$ cat src/rtl/hazard_bypass_ctrl.sv
// Hazard and forwarding controller for the 5-stage core: tracks the X/M/W
// destination records, registers bypass selects into X and raises load-use stalls.
module hazard_bypass_ctrl #(
  parameter  int CNT_W = 16,
  parameter  int NREG  = 32,
  localparam int RW    = $clog2(NREG)
) (
  input  logic             clk,
  input  logic             rst_n,
  input  logic             hold,
  input  logic             flush,
  input  logic             d_valid,
  input  logic [RW-1:0]    d_rs1,
  input  logic [RW-1:0]    d_rs2,
  input  logic             d_uses_rs1,
  input  logic             d_uses_rs2,
  input  logic [RW-1:0]    d_rd,
  input  logic             d_reg_we,
  input  logic             d_is_load,
  output logic             stall,
  output logic [1:0]       bypass_sel_rs1,
  output logic [1:0]       bypass_sel_rs2,
  output logic             m_write_enable,
  output logic             w_write_enable,
  output logic             wd_bypass_rs1,
  output logic             wd_bypass_rs2,
  output logic [CNT_W-1:0] stall_count
);

  typedef struct packed {
    logic          valid;
    logic [RW-1:0] rd;
    logic          reg_we;
    logic          is_load;
  } rec_t;

  rec_t             x_q, m_q, w_q;
  rec_t             d_rec;
  logic [1:0]       sel1_q, sel2_q, sel1_d, sel2_d;
  logic [CNT_W-1:0] cnt_q;
  logic             x_hit1, x_hit2, m_hit1, m_hit2, w_hit1, w_hit2;
  logic             advance;

  // x0 is hard-wired zero, so a record naming it never produces a value.
  function automatic logic writes(input rec_t r, input logic [RW-1:0] idx);
    return r.valid & r.reg_we & (r.rd == idx) & (idx != '0);
  endfunction

  always_comb begin
    x_hit1 = d_uses_rs1 & writes(x_q, d_rs1);
    x_hit2 = d_uses_rs2 & writes(x_q, d_rs2);
    m_hit1 = d_uses_rs1 & writes(m_q, d_rs1);
    m_hit2 = d_uses_rs2 & writes(m_q, d_rs2);
    w_hit1 = d_uses_rs1 & writes(w_q, d_rs1);
    w_hit2 = d_uses_rs2 & writes(w_q, d_rs2);
  end

  // The producer in X is one stage younger than M, so it takes priority.
  always_comb begin
    sel1_d = x_hit1 ? 2'b01 : (m_hit1 ? 2'b10 : 2'b00);
    sel2_d = x_hit2 ? 2'b01 : (m_hit2 ? 2'b10 : 2'b00);
  end

  always_comb begin
    stall   = d_valid & ~flush & x_q.is_load & (x_hit1 | x_hit2);
    advance = d_valid & ~stall & ~flush;
    d_rec   = '{valid: 1'b1, rd: d_rd, reg_we: d_reg_we, is_load: d_is_load};
  end

  always_ff @(posedge clk or negedge rst_n) begin
    if (!rst_n) begin
      x_q    <= '0;
      m_q    <= '0;
      w_q    <= '0;
      sel1_q <= 2'b00;
      sel2_q <= 2'b00;
      cnt_q  <= '0;
    end else if (!hold) begin
      w_q <= m_q;
      m_q <= x_q;
      if (advance) begin
        x_q    <= d_rec;
        sel1_q <= sel1_d;
        sel2_q <= sel2_d;
      end else begin
        x_q    <= '0;
        sel1_q <= 2'b00;
        sel2_q <= 2'b00;
      end
      if (stall && (cnt_q != '1)) cnt_q <= cnt_q + CNT_W'(1);
    end
  end

  always_comb begin
    bypass_sel_rs1 = sel1_q;
    bypass_sel_rs2 = sel2_q;
    m_write_enable = m_q.valid & m_q.reg_we;
    w_write_enable = w_q.valid & w_q.reg_we;
    wd_bypass_rs1  = w_hit1;
    wd_bypass_rs2  = w_hit2;
    stall_count    = cnt_q;
  end

endmodule

$ cat config.mk
export PLATFORM = sky130hd
export DESIGN_NAME = hazard_bypass_ctrl
export DESIGN_NICKNAME = d
export VERILOG_FILES = /design/src/rtl/hazard_bypass_ctrl.sv
export SDC_FILE = /design/constraint.sdc
export NUM_CORES = 1
export LEC_CHECK = 0
export BUFFER_PORTS_ARGS = -buffer_cell sky130_fd_sc_hd__buf_2
export CAP_MARGIN = 10
export CORE_MARGIN = 3
export CORE_UTILIZATION = 24
export DETAILED_ROUTE_END_ITERATION = 10
export GPL_TIMING_DRIVEN = 0
export PLACE_DENSITY = 0.41
export SYNTH_ARGS = -nofsm -noshare
export SYNTH_HDL_FRONTEND = slang
export SYNTH_SLANG_ARGS = --single-unit
$ cat constraint.sdc
create_clock -name clk -period 1.92 [get_ports clk]
set_input_delay 0.096 -clock clk [delete_from_list [all_inputs] [get_ports clk]]
set_output_delay 0.096 -clock clk [all_outputs]
set_load 0.005 [all_outputs]
==> flow_summary.ini, run 1 <==
[clock_tree]
max-clock-path-buffers = 2
worstSkewPairLatency_ps = 300
clock_sinks = 42
cts_tree = yes
cts_buffers = 5
htree_num_levels = 2
cts.clk_slew.worst_paths_ps = 90
root_buffer = clkbuf_8

[cells_and_area]
antennaDiodeCount = 0
drive_gt1_share_pct = 39.5
fill_cells = 941
layout_commonest_cell = buf_2
finish.utilization_pct = 31.8
nets = 282
fin_cells = 366
area_growth_pct = 27.2
final_cell_mix = buf_2 (48), dfrtp_1 (40), xor2_1 (26)
final_area_um2 = 2810

[floorplanning]
core_um2 = 8850
dieArea_um2 = 10400
initial_utilization_pct = 25.0
fp.dieH_um = 102
rows = 34
die_x_um = 102
ioPinCount = 49

[placed_design]
dp_worst_setup_slack_ps = -101
place.gp.congestion = 0.822
dpl_cell_area_um2 = 2580
dp.cells = 346
place_hpwl_um = 4170
port_buffers = 47

[yosys]
syn-num-nets = 216
synth_edf_count = 0
synth.distinct_cells = 33
synth.mux.area_fraction_pct = 7.81
synth_cells = 191
ys_warn_count = 0
ys_seq_area_share_pct = 47.5
synthArstFlopShare_pct = 100
netlist_area_um2 = 2210
synth-simple-area-share_pct = 16.7
synthFlopType = dfrtp_1
synth_top_family_by_area = XOR/XNOR gates
synth_compound_area_share_pct = 7.35
syn_area_per_cell_um2 = 11.6
yosys.area_share.xor_xnor_pct = 17.8
synth_fa_ha_area_share_pct = 0.566
ys_ff_latch = 42

[global_routing]
grt_max_degree = 43
met1_usage_pct = 16.5
grt_pass1_vias = 1660
use_met2_pct = 17.9
overflow = 0
grt_pass1_wl_um = 9270
grt_usage_pct = 11.5
met3_usage_pct = 2.32
grt_antenna_before_repair = 0
grt_busiest_layer = met2

[timing]
setup_viol = 0
hold_violations = 0
clock_skew_ps = 13.1
slew_viol_final = 0
fmax_mhz = 523
finalCriticalPeriod_ps = 1910
rsz0062_at_grt = yes
layout_setup_ws_ps = 7.29
tightest_slew_ps = 981
slew_headroom_pct = 34.6
finalCritPeriodShare_pct = 99.6

[power_and_ir_drop]
finalPower_mw = 1.75
p_leak_nw = 1.38
power.density_nw_per_um2 = 622
worst_ir_drop_vdd_uv = 230

[routing]
ant_nets = 0
drtPass1Iterations = 4
drc = 0
routed_wl_um = 5840
vias_per_cell = 4.54
num_vias = 1662
routedWlPerCell_um = 16.0
drt-initial-drc-count = 75

[outcome]
status = finished clean

[critical_path]
required_ps = 1820
crit_path_start_kind = flip-flop
worstPathArrival_ps = 1820
reg2regPathDepth = 6
endpoint_kind = output pin
critPathMaxFanout = 7
critPathKind = reg -> out

[hold_path]
hold_path.class = in -> reg
worstHoldPathCells = 2

[flow_run]
max_cap_violations = 0
Yosys cell counts (2+ instances only):
library cell	n	area, um^2
o21ai_4	2	32.5
nor3_4	2	32.5
buf_6	2	22.5
nor2_1	11	41.3
or4_1	3	22.5
nand4_1	11	68.8
mux2_2	14	158
nand2_1	13	48.8
xnor2_1	19	166
nor4_1	4	25.0
nand3_1	3	15.0
o21ai_2	2	17.5
inv_1	4	15.0
xor2_1	26	228
nor3_1	7	35.0
dfrtp_1	42	1050
a32o_1	2	20.0
a22o_1	9	78.8
layout make-up:
class	instances	area [um^2]	share of cell area [%]
multi-input cells	141	1170	41.5
clock inverters	2	13.8	0.489
inverters	4	15.0	0.534
well taps	108	135	4.80
plain buffers	5	35.0	1.24
clock buffers	6	72.6	2.58
repair buffers	58	320	11.4
flip-flops and latches	42	1050	37.4
power by group:
group	switching [mW]	internal, mW	leakage (nW)
registers	0.0435	0.921	0.572
clock network	0.325	0.257	0.0452
logic	0.100	0.103	0.767
total	0.468	1.28	1.38
critical path, cell delays in order, from the launching register on:
cell	delay, ps
dfrtp_1	450
xnor2_1	180
nand4_1	160
nor3_4	240
o21ai_2	80
buf_6	140
nor3b_2	140
buf_2	130
logic make-up after synthesis:
family	after synthesis
flops	42
mux	15
buf+inv	9
compound gates	17
xor+xnor	45
simple gates	62
fa+ha+maj	1
routing by layer:
layer,vias up,wire length (um),part of all wire [%]
met5,-,0,0
met4,0,12,0.21
met3,2,223,3.8
met2,38,2730,47
met1,810,2870,49
li1,812,-,-
final timing paths:
kind | start | endpoint | slack [ps]
max in group asynchronous | rst_n | x_q[3]$_DFFE_PN0N_ | 740
worst max register to register | stall_count[0]$_DFFE_PN0P_ | stall_count[1]$_DFFE_PN0P_ | 40
worst max-delay path | x_q[5]$_DFFE_PN0N_ | stall | 7
worst min-delay path | d_rd[2] | x_q[4]$_DFFE_PN0N_ | 10
worst min register to register | stall_count[14]$_DFFE_PN0P_ | stall_count[14]$_DFFE_PN0P_ | 490
min in group asynchronous | rst_n | w_q[7]$_DFFE_PN0N_ | 500
through the flow:
step	hold slack (ps)	setup TNS, ps
floorplan	-200	0
global placement	316	-465
detailed placement	320	-373
CTS	5.22	-14.9
global route	12.8	-224
finish	9.96	0
timing repair:
action	CTS	global route
cloned	0	1
endpoints found under the hold margin	7	0
setup endpoints to repair	11	11
gates resized for setup	2	9
buffers inserted	2	8
hold buffers	1	0
pin swaps	5	8
registers in the layout (all words and copies together), names as in the netlist:
signal	count
w_q	7
x_q	8
bypass_sel_rs1	2
m_q	7
stall_count	16
bypass_sel_rs2	2
Power figures use the tool's default switching activity.
==> run 2: changes to the inputs <==
--- a/config.mk
+++ b/config.mk
@@ -9,9 +9,11 @@
 export CAP_MARGIN = 10
 export CORE_MARGIN = 3
 export CORE_UTILIZATION = 24
+export CTS_BUF_LIST = sky130_fd_sc_hd__clkbuf_2 sky130_fd_sc_hd__clkbuf_4 sky130_fd_sc_hd__clkbuf_8
 export DETAILED_ROUTE_END_ITERATION = 10
 export GPL_TIMING_DRIVEN = 0
 export PLACE_DENSITY = 0.41
+export SKIP_CTS_REPAIR_TIMING = 1
 export SYNTH_ARGS = -nofsm -noshare
 export SYNTH_HDL_FRONTEND = slang
 export SYNTH_SLANG_ARGS = --single-unit
==> run 2 against run 1 <==
The run now ends with hold timing left. Clock power up 1%. Global-route usage decreased by 0.13 points. Cell area increased by 1.6%. Power grew 0.82%. Critical path depth did not move. Core utilization grew 0.52 points. Via count increased by 1.7%. Sequential share of layout area is 0.52 points lower.
==> flow_summary.ini, run 2 (same netlist as run 1, synthesis figures left out) <==
[outcome]
status = finished, violations left
violations = hold timing

[power_and_ir_drop]
p_leak_nw = 1.41
worst_ir_drop_vdd_uv = 217
power.density_nw_per_um2 = 617
finalPower_mw = 1.76

[routing]
num_vias = 1690
ant_nets = 0
routed_wl_um = 5840
drc = 0
routedWlPerCell_um = 15.8
drtPass1Iterations = 4
vias_per_cell = 4.58
drt-initial-drc-count = 82

[timing]
finalCriticalPeriod_ps = 1920
slew_headroom_pct = 34.5
clock_skew_ps = 14.5
finalCritPeriodShare_pct = 99.7
fmax_mhz = 522
tns_ps = 0
setup_viol = 0
hold_ws_ps = -58.6
rsz0062_at_grt = yes
tightest_slew_ps = 983
slew_viol_final = 0
hold_violations = 42

[floorplanning]
fp.dieH_um = 102
dieArea_um2 = 10400
ioPinCount = 49
rows = 34
die_x_um = 102
core_um2 = 8850
initial_utilization_pct = 25.0

[cells_and_area]
drive_gt1_share_pct = 42.5
fin_cells = 369
area_growth_pct = 29.3
fill_cells = 936
layout_commonest_cell = buf_2
largest_reg_flops = 16
nets = 285
final_cell_mix = buf_2 (48), dfrtp_1 (38), xor2_1 (26)
final_area_um2 = 2860
antennaDiodeCount = 0

[global_routing]
grt_max_degree = 43
grt_antenna_before_repair = 0
grt_pass1_vias = 1645
grt_usage_pct = 11.4
grt_pass1_wl_um = 9150
overflow = 0

[critical_path]
r2r-start = stall_count[0]$_DFFE_PN0P_
critPathKind = reg -> out
worstPathArrival_ps = 1820
crit_path_start_kind = flip-flop
critPathMaxFanout = 7
crit_buf_inv = 2
path_cells = xnor2_1 -> nand3_1 -> nor3_4 -> o21ai_2 -> buf_6 -> nor3b_2 -> buf_2
required_ps = 1820
endpoint_kind = output pin
cp-startpoint = x_q[4]$_DFFE_PN0N_
slowest_stage = dfrtp_2
cp_top_family = simple AND/OR/NAND/NOR gates
slowest_delay_ps = 450

[clock_tree]
cts_tree = yes
cts.clk_slew.worst_paths_ps = 90
htree_num_levels = 2
max-clock-path-buffers = 2
root_buffer = clkbuf_8
clock_sinks = 42
worstSkewPairLatency_ps = 300
cts_buffers = 5

[placed_design]
place_hpwl_um = 4170
port_buffers = 47
place.gp.congestion = 0.822
dpl_cell_area_um2 = 2580
dp.cells = 346

[hold_path]
hold_path.class = in -> async

[flow_run]
max_cap_violations = 0
run 2: final cells by class:
| type | count | area, um^2 | area share [%] |
|---|---|---|---|
| plain buffers | 5 | 35.0 | 1.22 |
| clock buffers | 6 | 76.3 | 2.67 |
| clock inverters | 2 | 13.8 | 0.481 |
| inverters | 4 | 15.0 | 0.525 |
| multi-input cells | 141 | 1190 | 41.6 |
| flip-flops and latches | 42 | 1060 | 36.9 |
| well taps | 108 | 135 | 4.72 |
| repair buffers | 61 | 340 | 11.9 |
run 2: per-stage QoR:
stage	util [%]	setup slack, ps
6_report	32.3	4.96
5_1_grt	32.3	-124
4_1_cts	30.2	-236
3_5_place_dp	29.2	-101
3_3_place_gp	29.2	-117
2_1_floorplan	-	170
run 2: where the power goes:
group          internal (mW)  switching, mW  total [mW]
sequential             0.921         0.0443       0.966
combinational          0.106          0.102       0.208
clock                  0.271          0.319       0.590
run 2: routing by layer:
metal	share of wire, %	vias up	track usage [%]
met5	0	-	0
met3	4.1	2	2.46
met4	0.21	0	2.72
met1	48	831	16.2
li1	-	817	-
met2	48	40	17.8
run 2: path summary, 6_finish.rpt:
check	to	slack, ps	depth (start not counted)
min in group clk	x_q[4]$_DFFE_PN0N_	10	2
worst min register to register	stall_count[14]$_DFFE_PN0P_	490	1
worst max-delay path	stall	5	7
worst min-delay path	w_q[7]$_DFFE_PN0N_	-60	1
max in group asynchronous	x_q[3]$_DFFE_PN0N_	1290	1
worst max register to register	stall_count[1]$_DFFE_PN0P_	20	6
